File: src/rtl/fifo_rd_pkg.sv
// Shared types and sizing for the sync_fifo read-side stream adapter.
package fifo_rd_pkg;

  localparam int unsigned SKID_DEPTH = 2;

  typedef logic [1:0] occ_t;
  typedef logic       ptr_t;

endpackage

File: src/rtl/fifo_stream_reader_skid_buf2.sv
// Two-entry register FIFO that absorbs the sync_fifo read latency.
module skid_buf2
  import fifo_rd_pkg::*;
#(
  parameter int unsigned DATA_WIDTH = 8
) (
  input  logic                  clk,
  input  logic                  rst_n,
  input  logic                  push_i,
  input  logic [DATA_WIDTH-1:0] push_data_i,
  input  logic                  pop_i,
  output logic [DATA_WIDTH-1:0] head_data_o,
  output occ_t                  occ_o
);

  logic [DATA_WIDTH-1:0] mem_q [SKID_DEPTH];
  ptr_t                  head_q, head_d;
  ptr_t                  tail_q, tail_d;
  occ_t                  occ_q,  occ_d;

  // One-bit pointers wrap at 2 by simple inversion.
  always_comb begin
    head_d = pop_i  ? ~head_q : head_q;
    tail_d = push_i ? ~tail_q : tail_q;
    occ_d  = occ_q + occ_t'(push_i) - occ_t'(pop_i);
  end

  always_ff @(posedge clk or negedge rst_n) begin
    if (!rst_n) begin
      for (int unsigned i = 0; i < SKID_DEPTH; i++) begin
        mem_q[i] <= '0;
      end
      head_q <= '0;
      tail_q <= '0;
      occ_q  <= '0;
    end else begin
      if (push_i) begin
        mem_q[tail_q] <= push_data_i;
      end
      head_q <= head_d;
      tail_q <= tail_d;
      occ_q  <= occ_d;
    end
  end

  assign head_data_o = mem_q[head_q];
  assign occ_o       = occ_q;

endmodule

File: src/rtl/fifo_stream_reader.sv
// Drains a sync_fifo read port into a valid/ready stream at full rate.
module fifo_stream_reader
  import fifo_rd_pkg::*;
#(
  parameter int unsigned DATA_WIDTH = 8,
  parameter int unsigned CNT_WIDTH  = 16
) (
  input  logic                  clk,
  input  logic                  rst_n,
  input  logic                  fifo_empty,
  input  logic [DATA_WIDTH-1:0] fifo_rd_data,
  output logic                  fifo_rd_en,
  output logic                  m_valid,
  output logic [DATA_WIDTH-1:0] m_data,
  input  logic                  m_ready,
  output logic [CNT_WIDTH-1:0]  beat_count
);

  occ_t                 occ;
  logic                 inflight_q, inflight_d;
  logic [CNT_WIDTH-1:0] beat_count_q, beat_count_d;
  logic                 pop;
  logic [2:0]           pending;

  skid_buf2 #(
    .DATA_WIDTH (DATA_WIDTH)
  ) u_skid (
    .clk         (clk),
    .rst_n       (rst_n),
    .push_i      (inflight_q),
    .push_data_i (fifo_rd_data),
    .pop_i       (pop),
    .head_data_o (m_data),
    .occ_o       (occ)
  );

  assign m_valid = (occ != '0);

  // A pop in this cycle frees a slot in time for a read issued now,
  // hence the only combinational path: m_ready -> fifo_rd_en.
  always_comb begin
    pop          = m_valid && m_ready;
    pending      = {1'b0, occ} + {2'b0, inflight_q};
    fifo_rd_en   = rst_n && !fifo_empty && ((pending < 3'(SKID_DEPTH)) || pop);
    inflight_d   = fifo_rd_en;
    beat_count_d = beat_count_q + CNT_WIDTH'(pop);
  end

  always_ff @(posedge clk or negedge rst_n) begin
    if (!rst_n) begin
      inflight_q   <= 1'b0;
      beat_count_q <= '0;
    end else begin
      inflight_q   <= inflight_d;
      beat_count_q <= beat_count_d;
    end
  end

  assign beat_count = beat_count_q;

endmodule

File: config.mk
export PLATFORM = sky130hd
export DESIGN_NAME = fifo_stream_reader
export DESIGN_NICKNAME = d
export VERILOG_FILES = /design/src/rtl/fifo_rd_pkg.sv /design/src/rtl/fifo_stream_reader_skid_buf2.sv /design/src/rtl/fifo_stream_reader.sv
export SDC_FILE = /design/constraint.sdc
export NUM_CORES = 1
export LEC_CHECK = 0
export ABC_CLOCK_PERIOD_IN_PS = 4300
export CORE_MARGIN = 1
export CORE_UTILIZATION = 45
export CTS_CLUSTER_DIAMETER = 200
export CTS_CLUSTER_SIZE = 24
export DETAILED_ROUTE_END_ITERATION = 16
export GPL_TIMING_DRIVEN = 0
export PLACE_DENSITY = 0.82
export SYNTH_ARGS = -nofsm -noshare
export SYNTH_HDL_FRONTEND = slang
export SYNTH_HIERARCHICAL = 1
export SYNTH_SLANG_ARGS = --single-unit
File: constraint.sdc
create_clock -name clk -period 4.3 [get_ports clk]
set_input_delay 0.645 -clock clk [delete_from_list [all_inputs] [get_ports clk]]
set_output_delay 0.645 -clock clk [all_outputs]
set_load 0.05 [all_outputs]
==> flow_metrics.tcl <==
set metrics [dict create \
    outcome "complete, no violations" \
    worstSetupStartpointType "primary input" \
    num_rows 21 \
    cp.depth 3 \
    gp_congestion 0.6972 \
    grt_max_degree 39 \
    clockBufferDepth 2 \
    ys_top_cells_by_area "dfrtp_1, mux2_2, mux2_4, xor2_1, ha_1" \
    utilization 0.6329 \
    die_w_um 62.90 \
    cap_violations 0 \
    syn_nets 138 \
    p_leak_nw 0.9902 \
    wl_per_cell_um 14.06 \
    hold_ws_ps 448.5 \
    grt_usage 0.1746 \
    min_period_ps 3084 \
    dp_slack_ps 1134 \
    path_cells "buf_2 > nor3b_1 > clkdlybuf4s50_1" \
    totalPowerFinal_mw 1.672 \
    worst_slack_ps 1216 \
    crit_slowest_cell "clkdlybuf4s50_1" \
    synth_common_cells "dfrtp_1, mux2_2, xor2_1" \
    final.setup.tns_ps 0 \
    drc 0 \
    drtIter0Drc 34 \
    stdcell_count 211 \
    ys_seq_area_frac 0.5547 \
    setup_viol 0 \
    yosys.area.top_type "dfrtp_1" \
    synthesis.area_um2 1669 \
    grt_pass1_wl_um 5299 \
    syn_inst 121 \
    antenna_cells 0 \
    p_per_area_nw_per_um2 767.6 \
    drive_gt1_frac 0.2364 \
    slew_viol_final 0 \
    worst-path-buf-inv 2 \
    cp_top_family "buffers and inverters" \
    finalCritPeriodShare 0.7173 \
    ant_nets 0 \
    antenna_found_initial 0 \
    worstRegToRegCells 7 \
    path_class "in -> out" \
    ctsResizeCount 0 \
    fmax_mhz 324.2 \
    yosys.cell_count.top_type "dfrtp_1" \
    area_growth_pct 30.51 \
    critPathMaxStageDelay_ps 850 \
    clk_pin_slew_ps 60 \
    cts_setup_buffers 0 \
    wl_um 2966 \
    yosysUniqueCellTypes 25 \
    ir_drop_mv 0.4222 \
    start_util 0.4849 \
    syn_avg_cell_area_um2 13.79 \
    overflow 0 \
    dp.final_hpwl_um 2179 \
    arrival_ps 2440 \
    coreArea_um2 3442 \
    worst_pin_slew_ps 793.4 \
    detailed_place.area_um2 2092 \
    die-area_um2 3956 \
    synth_top_area_frac 0.5547 \
    ys_ff_latch 37 \
    ys.flop_type "dfrtp_1" \
    cts_tree "yes" \
    htreeDepth 2 \
    rsz0062_at_grt "no" \
    numCtsBuffers 5 \
    hold_buffers 0 \
    hold_class "in -> async" \
    finalHoldViolations 0 \
    cp_max_fo 38 \
    design_area_um2 2178 \
    fillers 251 \
    yosysWarnings 6 \
    cts_sinks 37 \
    port_buffers 37 \
    io_pins 38 \
    final_nets 182 \
    place_inst 204 \
    finClkSkew_ps 2.825 \
    root_buffer "clkbuf_8" \
    slew_headroom 0.4711 \
    vias 1051 \
    clkLatencyLatePin_ps 280 \
    synth-edff-count 0 \
    viasPerCell 4.981 \
    die_y_um 62.90 \
    cp-end-kind "output pin" \
    synthArstFlopShare 1.000 \
    cp.required_ps 3650 \
    first_global_vias 1133 \
    dr.pass1.iters 4 \
]
## layout by cell type, fill, tap and decap left out, types with 2 or more instances in the layout
cell type,count
dfrtp_1,37
clkdlybuf4s50_1,36
mux2_2,16
xor2_1,12
mux2_4,8
nand3_1,7
xnor2_1,6
clkbuf_8,6
ha_1,5
nor4_1,4
nand2_1,4
inv_1,3
nor3_1,3
nor2_1,3
buf_2,2
## logic make-up (layout without fill, tap and decap cells)
logic type / count (synthesis) / in the layout / synth area share
buf+inv: 5 / 49 / 0.01649
compound gates: 1 / 1 / 0.002996
fa+ha+maj: 5 / 5 / 0.03748
mux: 24 / 24 / 0.1799
flops: 37 / 37 / 0.5547
xor+xnor: 18 / 18 / 0.09445
simple gates: 31 / 31 / 0.1139
## sequential cells by signal (all words and copies together), names as in the netlist
name / flops
u_skid/mem_q: 16
u_skid/head_q: 1
u_skid/occ_o: 2
u_skid/tail_q: 1
beat_count: 16
inflight_q: 1
## metal layers
| layer | routed length (um) | vias up | track usage | share of wire |
|---|---|---|---|---|
| met3 | 89 | 5 | 0.03832 | 0.030 |
| met4 | 41 | 0 | 0.07849 | 0.014 |
| met5 | 0 | - | 0 | 0 |
| li1 | - | 505 | - | - |
| met2 | 1565 | 22 | 0.2876 | 0.53 |
| met1 | 1270 | 519 | 0.2176 | 0.43 |
## worst paths after layout
check                                startpoint               end  slack [ps]
worst max-delay path                      rst_n        fifo_rd_en        1220
worst min-delay path                      rst_n    beat_count[10]         450
worst max register to register  u_skid/occ_o[0]    beat_count[10]        2400
worst min register to register   beat_count[15]    beat_count[15]         470
max in group asynchronous                 rst_n  u_skid/mem_q[10]        3350
min in group clk                 beat_count[15]    beat_count[15]         470
## final cells by class
type                       count  area, um2  area share
sequential                    37      925.9      0.4250
tap                           46      57.56     0.02642
timing repair buffer          37      365.4      0.1677
inverter                       3      11.26    0.005169
buffer                         2      16.27    0.007467
multi-input combinational     79      715.7      0.3285
clock buffer                   7      86.33     0.03963
## power by group
group | internal, mW | total, mW | switching, mW | leakage [nW]
combinational | 0.362 | 0.858 | 0.496 | 0.490
sequential | 0.477 | 0.580 | 0.103 | 0.456
clock | 0.127 | 0.234 | 0.107 | 0.0443
total | 0.966 | 1.67 | 0.706 | 0.990
Power figures use the tool's default switching activity.
